File: config.mk
export PLATFORM = sky130hd
export DESIGN_NAME = hazard_controller
export DESIGN_NICKNAME = d
export VERILOG_FILES = /design/src/rtl/hazard_controller.sv
export SDC_FILE = /design/constraint.sdc
export NUM_CORES = 1
export LEC_CHECK = 0
export CAP_MARGIN = 20
export CORE_UTILIZATION = 40
export DETAILED_ROUTE_END_ITERATION = 8
export GPL_ROUTABILITY_DRIVEN = 0
export GPL_TIMING_DRIVEN = 0
export HOLD_SLACK_MARGIN = 0.06
export MAX_ROUTING_LAYER = met4
export PLACE_DENSITY = 0.79
export SYNTH_ARGS = -nofsm -noshare
export SYNTH_HDL_FRONTEND = slang
export SYNTH_SLANG_ARGS = --single-unit
File: constraint.sdc
create_clock -name clk -period 3.88 [get_ports clk]
set_input_delay 1.164 -clock clk [delete_from_list [all_inputs] [get_ports clk]]
set_output_delay 1.164 -clock clk [all_outputs]
set_load 0.01 [all_outputs]
File: src/rtl/hazard_controller.sv
// -----------------------------------------------------------------------------
// hazard_controller
// Pipeline hazard detection for a 5-stage MIPS-style core with an iterative
// mult/div unit.
//
// It detects load-use, branch-on-load and mult/div occupancy hazards in ID,
// and it lets memory waits in MEM freeze the whole front of the pipe. It also
// sequences the mult/div unit: a start pulse, a busy window and a one-cycle
// HI/LO write enable.
//
// Ports
//   clk, rst_n                      clock, synchronous active-low reset
//   rs_addrD, rt_addrD, uses_rtD    ID source registers
//   branchD, pc_srcD                ID branch/jump and its taken flag
//   md_startD, md_is_divD, mfhiloD  ID mult/div launch and HI/LO read
//   reg_writeE, mem_to_regE, write_reg_addrE   EX destination info
//   reg_writeM, mem_to_regM, write_reg_addrM   MEM destination info
//   mem_reqM, mem_readyM            MEM data-memory handshake
//   stallF/D/E/M, flushD/E          pipeline register control (combinational)
//   md_start, md_busy, md_hilo_we   mult/div unit control
// -----------------------------------------------------------------------------
module hazard_controller #(
   parameter int unsigned MULT_CYCLES = 4,
   parameter int unsigned DIV_CYCLES  = 32
) (
   input  logic       clk,
   input  logic       rst_n,
   input  logic [4:0] rs_addrD,
   input  logic [4:0] rt_addrD,
   input  logic       uses_rtD,
   input  logic       branchD,
   input  logic       pc_srcD,
   input  logic       md_startD,
   input  logic       md_is_divD,
   input  logic       mfhiloD,
   input  logic       reg_writeE,
   input  logic       mem_to_regE,
   input  logic [4:0] write_reg_addrE,
   input  logic       reg_writeM,
   input  logic       mem_to_regM,
   input  logic [4:0] write_reg_addrM,
   input  logic       mem_reqM,
   input  logic       mem_readyM,
   output logic       stallF,
   output logic       stallD,
   output logic       stallE,
   output logic       stallM,
   output logic       flushD,
   output logic       flushE,
   output logic       md_start,
   output logic       md_busy,
   output logic       md_hilo_we
);

   typedef enum logic [1:0] {
      S_IDLE = 2'd0,
      S_BUSY = 2'd1,
      S_DONE = 2'd2
   } md_state_t;

   // The counter is preloaded with latency-2: one cycle is spent in the start
   // edge and one in DONE, so BUSY lasts exactly latency-1 cycles.
   localparam logic [5:0] MULT_LOAD = 6'(MULT_CYCLES - 32'd2);
   localparam logic [5:0] DIV_LOAD  = 6'(DIV_CYCLES - 32'd2);

   md_state_t  state_q, state_d;
   logic [5:0] cnt_q, cnt_d;
   logic       md_start_q, md_start_d;
   logic       md_hilo_we_q, md_hilo_we_d;

   logic       load_use_haz;
   logic       branch_haz;
   logic       md_haz;
   logic       mem_wait;

   assign md_busy    = (state_q != S_IDLE);
   assign md_start   = md_start_q;
   assign md_hilo_we = md_hilo_we_q;

   // Hazard detection. $0 is hard-wired, so it never creates a dependency.
   always_comb begin
      load_use_haz = 1'b0;
      branch_haz   = 1'b0;
      md_haz       = 1'b0;
      mem_wait     = 1'b0;
      if (mem_to_regE && reg_writeE && (write_reg_addrE != 5'd0)) begin
         load_use_haz = (write_reg_addrE == rs_addrD) ||
                        (uses_rtD && (write_reg_addrE == rt_addrD));
      end else begin
         load_use_haz = 1'b0;
      end
      // Only a load still in MEM matters for a branch; EX ALU results forward.
      if (branchD && mem_to_regM && reg_writeM && (write_reg_addrM != 5'd0)) begin
         branch_haz = (write_reg_addrM == rs_addrD) ||
                      (write_reg_addrM == rt_addrD);
      end else begin
         branch_haz = 1'b0;
      end
      md_haz   = (md_startD || mfhiloD) && md_busy;
      mem_wait = mem_reqM && !mem_readyM;
   end

   // Stall/flush generation; a memory wait overrides every other hazard.
   always_comb begin
      stallF = 1'b0;
      stallD = 1'b0;
      stallE = 1'b0;
      stallM = 1'b0;
      flushE = 1'b0;
      flushD = 1'b0;
      if (mem_wait) begin
         stallF = 1'b1;
         stallD = 1'b1;
         stallE = 1'b1;
         stallM = 1'b1;
      end else if (load_use_haz || branch_haz || md_haz) begin
         stallF = 1'b1;
         stallD = 1'b1;
         flushE = 1'b1;
      end else begin
         stallF = 1'b0;
      end
      flushD = pc_srcD && !stallD;
   end

   // Mult/div sequencer next state; keeps running through memory waits.
   always_comb begin
      state_d      = state_q;
      cnt_d        = cnt_q;
      md_start_d   = 1'b0;
      md_hilo_we_d = 1'b0;
      case (state_q)
         S_IDLE: begin
            if (md_startD && !stallD) begin
               state_d    = S_BUSY;
               md_start_d = 1'b1;
               cnt_d      = md_is_divD ? DIV_LOAD : MULT_LOAD;
            end else begin
               state_d = S_IDLE;
            end
         end
         S_BUSY: begin
            if (cnt_q == 6'd0) begin
               state_d      = S_DONE;
               md_hilo_we_d = 1'b1;
            end else begin
               cnt_d = cnt_q - 6'd1;
            end
         end
         S_DONE: begin
            state_d = S_IDLE;
         end
         default: begin
            state_d = S_IDLE;
            cnt_d   = 6'd0;
         end
      endcase
   end

   // Sequencer registers with synchronous reset.
   always_ff @(posedge clk) begin
      if (!rst_n) begin
         state_q      <= S_IDLE;
         cnt_q        <= 6'd0;
         md_start_q   <= 1'b0;
         md_hilo_we_q <= 1'b0;
      end else begin
         state_q      <= state_d;
         cnt_q        <= cnt_d;
         md_start_q   <= md_start_d;
         md_hilo_we_q <= md_hilo_we_d;
      end
   end

endmodule
# Word level (Yosys, flattened, before mapping)

Index checks and enable logic that the tools add are counted.

Flip-flop bits (word level): 10
Input port bits: 34
Output and inout bits: 9
Logic and storage cells: 55

Add/sub/neg operators: 1
Eq/ne operators: 9
Multiplexer cells: 15
Bitwise gates (word level): 1
Reduce and logical (&&, ||, !) cells: 25

Operators with widths:

| cell                                                | number |
|---|---|
| equality test 5 bit                                 | 4 |
| case mux 6 bit (3 select lines)                     | 1 |
| two-way mux 6 bit                                   | 2 |
| logical AND 1 bit                                   | 10 |
| nonzero test 5 bit                                  | 2 |
| two-way mux 1 bit                                   | 9 |
| zero test 6 bit                                     | 1 |
| != test 2 bit, second input constant                | 3 |
| subtractor 6 x 1 -> 6 bit, second input constant    | 1 |
| logical OR 1 bit                                    | 5 |
| two-way mux 5 bit                                   | 1 |
| case mux 2 bit (2 select lines)                     | 1 |
| AND reduction 2 bit                                 | 2 |
| AND reduction 3 bit                                 | 1 |
| equality test 2 x 1 -> 1 bit, second input constant | 1 |
| equality test 2 bit, second input constant          | 1 |
| zero test 1 bit                                     | 2 |
| zero test 2 bit                                     | 1 |
| two-way mux 2 bit                                   | 1 |
| nonzero test 2 bit                                  | 1 |
| inverter 1 bit                                      | 1 |

# Depth between registers and ports, before layout

Depth in word-level cells: 12
Mapped depth: 7
Mapped depth without buffers: 7

# Least setup slack after synthesis

No wires, ideal clock.

Kind: input -> output
From: in write_reg_addrM[1]
To: out stallF
Arrival time: 2.470 ns
Required time: 2.716 ns
Setup slack: 0.246 ns
Stages on the path: 6
Path buffers: 1
Cell sequence: or4_1 o2111ai_1 o22a_2 and2_2 nand2_1 buf_4

Longest elaborated chain between the ends: 7
Elaborated cells between the ends (all ways): 10
Classes of those cells: eq/ne: 2; mux: 3; reduce/logical: 5

RTL lines:

| what                                                         | line   | text |
|---|---|---|
| start, declared                                              | 41     | `input logic [4:0] write_reg_addrM,` |
| equality test 5 bit (tied with other cells)                  | 94     | `branch_haz = (write_reg_addrM == rs_addrD) \|\|` |
| logical OR 1 bit / logical AND 1 bit (equally long branches) | 94, 93 |  |
| two-way mux 1 bit *                                          | 93     | `if (branchD && mem_to_regM && reg_writeM && (write_reg_addrM != 5'd0)) begin` |
| logical OR 1 bit * (2 in series)                             | 116    | `end else if (load_use_haz \|\| branch_haz \|\| md_haz) begin` |
| two-way mux 1 bit * (2 in series)                            | n/a    |  |
| end, declared                                                | 44     | `output logic stallF,` |

Every way passes the cells marked *; elsewhere a longest branch is shown, timed or not.

# Final worst setup path

From: in write_reg_addrM[1]
To: out stallF

Longest elaborated chain between the ends: 7
Elaborated cells between the ends (all ways): 10
Classes of those cells: eq/ne: 2; mux: 3; reduce/logical: 5

RTL lines:

| what                                                         | line   | text |
|---|---|---|
| equality test 5 bit (tied with other cells)                  | 94     |  |
| logical OR 1 bit / logical AND 1 bit (equally long branches) | 94, 93 |  |
| two-way mux 1 bit *                                          | 93     |  |
| logical OR 1 bit * (2 in series)                             | 116    |  |
| two-way mux 1 bit *                                          | 116    |  |
| two-way mux 1 bit *                                          | 111    | `if (mem_wait) begin` |

Marked as above.

==> impl_results.md <==
* Period utilization at 98.0%
* Fillers at 198
* Most used routing layer: met2
* CP Capture Type: output pin
* CP cell instances: buf_2 > or4_4 > o2111ai_2 > o22a_2 > and2_4 > nand2_2 > buf_4 > buf_6
* CP Class: primary input to output pin
* Maximum clock rate at 0.263 GHz
* Leakage at 0.000586 uW
* Hold Slack at roughly 0.53 ns
* Final non-filler cell total at 185
* Placed Cells incl. Taps at 180
* Antenna diodes at 0
* First-pass GRT wire length at 4330 um
* Htree depth at 1
* Fin Setup TNS at 0 ns
* VDD IR max at 242 uV
* Hold_buf cts at 0
* Initial antenna violation count at 0
* P per Cell Area at approximately 340 nW/um^2
* Hold Fails Final Rpt at 0
* GR Util met3 at 3.40%
* Actual slew at the worst max-slew pin at 0.498 ns
* Top cells by area, synth: dfxtp_1 (22%), xor2_1 (19%), nor2_1 (4.2%)
* Run status: complete, no violations
* GRT Total Usage at 23.6%
* Clk buf depth at 2
* Num ports at 43
* Top FF cell, synth: dfxtp_1
* Final min period at around 3.8 ns
* Initial DRT Pass Iterations at 4
* Pin count of the biggest net entering global routing at 11
* Synthesized area at 902 um^2
* Layout area overhead at 49.9%
* CTS tree: built
* Max Cap Viol at 0
* Path depth of the worst reg2reg path at 5
* CP max FO at 3
* CP max stage delay at 0.54 ns
* TritonCTS Sinks at 10
* Routed WL at ~2600 um
* Met2 Track Usage GR at 44.7%
* Port bufs at 42
* Vias in the first global route at between 1k and 1.5k
* Cell Rows at 16
* M1 GR Usage at between 20% and 30%
* Nets at ~200
* Initial Util at between 40% and 50%
* Vias per std cell at 5.32
* Post-synth EDFFs at 0
* Yosys warning count at 0
* Critical Path Slowest Stage Cell: or4_4
* Worst path buffer plus inverter count at 3
* Post-DRT Antenna Nets at 0
* CTS Buf Count at 3
* Fin. max-slew vios at 0
* Total gr overflow at 0
* Levels on crit path at 8
* Drt wl/cell at 14.0 um
* Via count at ~1000
* Required time of the critical path at 2.72 ns
* Root buffer cell: clkbuf_4
* DPL Wire Length at 2010 um
* Hold depth at 2
* Hold Crit Class: register to register
* Layout cells sized above 1 at between 20% and 30%
* Clk_lat worst skew at ~0.28 ns
* Design Area, Final at around 1400 um^2
* DIE HEIGHT at 49.5 um
* Cells after synthesis at around 110
* Unrepaired setup endpoints after global routing: false
* Worst setup SP type: primary input
* Top-area cell type share of the netlist area at around 22%
* CTS clk-pin slew, worst paths at 0.06 ns
* Synth unique cells at 38
* Initial drt markers at 16
* DIE WIDTH at 49.5 um
* Max_slew headroom at 66.6%
* Most frequent cells in the layout: xor2_1 (20), clkdlybuf4s50_1 (18), nor2_1 (10), dfxtp_1 (10), buf_2 (10)
* Syn avg cell area at 8.13 um^2
* Crit-path leading delay family: simple AND/OR/NAND/NOR gates
* FF+latch count, synth at 10
* Core Area at around 2000 um^2
* Crit path DAT at 2.64 ns
* Sequential element share of the synthesized area at roughly 22%
* Post-Syn Nets at 147
* Clock skew at 0.00640 ns
* Cell taking the most area after synthesis: dfxtp_1
* DRC viols at 0
* Commonest non-fill, non-tap cell in the layout: xor2_1
* Area post-placement at 1360 um^2
* Final setup viols at 0
* Async set-reset flop share out of synthesis at 0%
* DIE AREA at approximately 2400 um^2
[routing by layer]
| layer | routed length, um | vias to the layer above | part of all wire [%] |
|---|---|---|---|
| met2 | 1310 | 38 | 51 |
| li1 | - | 484 | - |
| met5 | 0 | - | 0 |
| met4 | 32 | 0 | 1.2 |
| met1 | 1100 | 458 | 42 |
| met3 | 147 | 5 | 5.7 |
[power breakdown]
part	internal, uW	switching, uW
combinational	116	112
clock	57.1	39.9
sequential	118	14.6
total	291	167
[Yosys cell counts, drive strengths merged (3+ instances only)]
cell type  instances
a211oi             3
a21oi              5
clkbuf             3
dfxtp             10
inv                3
nand2              8
nand2b             3
nor2              10
nor3               6
o21a               3
xnor2              4
xor2              20
[sequential cells by signal, summed over array words and instances (netlist names)]
signal,count
state_q,2
cnt_q,6
md_start,1
md_hilo_we,1
[layout make-up]
class / count / area [um^2] / area share (%)
sequential: 10 / 200 / 14.8
clock buffer: 4 / 36.3 / 2.68
timing repair buffer: 43 / 363 / 26.8
tap: 27 / 33.8 / 2.50
buffer: 5 / 26.3 / 1.94
multi-input combinational: 93 / 682 / 50.4
inverter: 3 / 11.3 / 0.833
[through the flow]
stage / power (uW) / worst slack [ns] / util, %
2_1_floorplan: 277 / 0.246 / -
3_3_place_gp: 361 / -0.854 / 66.4
3_5_place_dp: 368 / -0.857 / 66.4
4_1_cts: 457 / 0.00477 / 67.0
5_1_grt: 487 / 0.00200 / 66.2
6_report: 457 / 0.0768 / 66.2
[worst min-delay path, cell delays in order, from the launching register on]
cell,delay (ns)
dfxtp_1,0.36
nand2_1,0.07
mux2i_1,0.06
[cells by family (layout without fill, tap and decap cells)]
logic type | Yosys count | after routing | synth area share (%)
AO/OA/AOI/OAI | 21 | 21 | 17.1
AND/OR/NAND/NOR | 44 | 44 | 28.3
buffers and inverters | 8 | 55 | 4.16
XOR/XNOR | 24 | 24 | 23.3
adder cells (fa/ha/maj) | 2 | 2 | 2.77
flip-flops | 10 | 10 | 22.2
multiplexers | 2 | 2 | 2.22
[repair_timing]
action,CTS,global route
resized for setup,57,11
setup endpoints to repair,4,4
hold endpoints to repair,0,0
setup buffers,1,0
pin swaps,13,6
[final timing paths]
kind                                          from  endpoint  slack [ns]
worst max-delay path            write_reg_addrM[1]    stallF        0.08
worst min-delay path                      cnt_q[2]  cnt_q[2]        0.53
worst max register to register          state_q[1]  cnt_q[3]        2.11
worst min register to register            cnt_q[2]  cnt_q[2]        0.53
No activity file was read; power rests on OpenSTA's default activity.
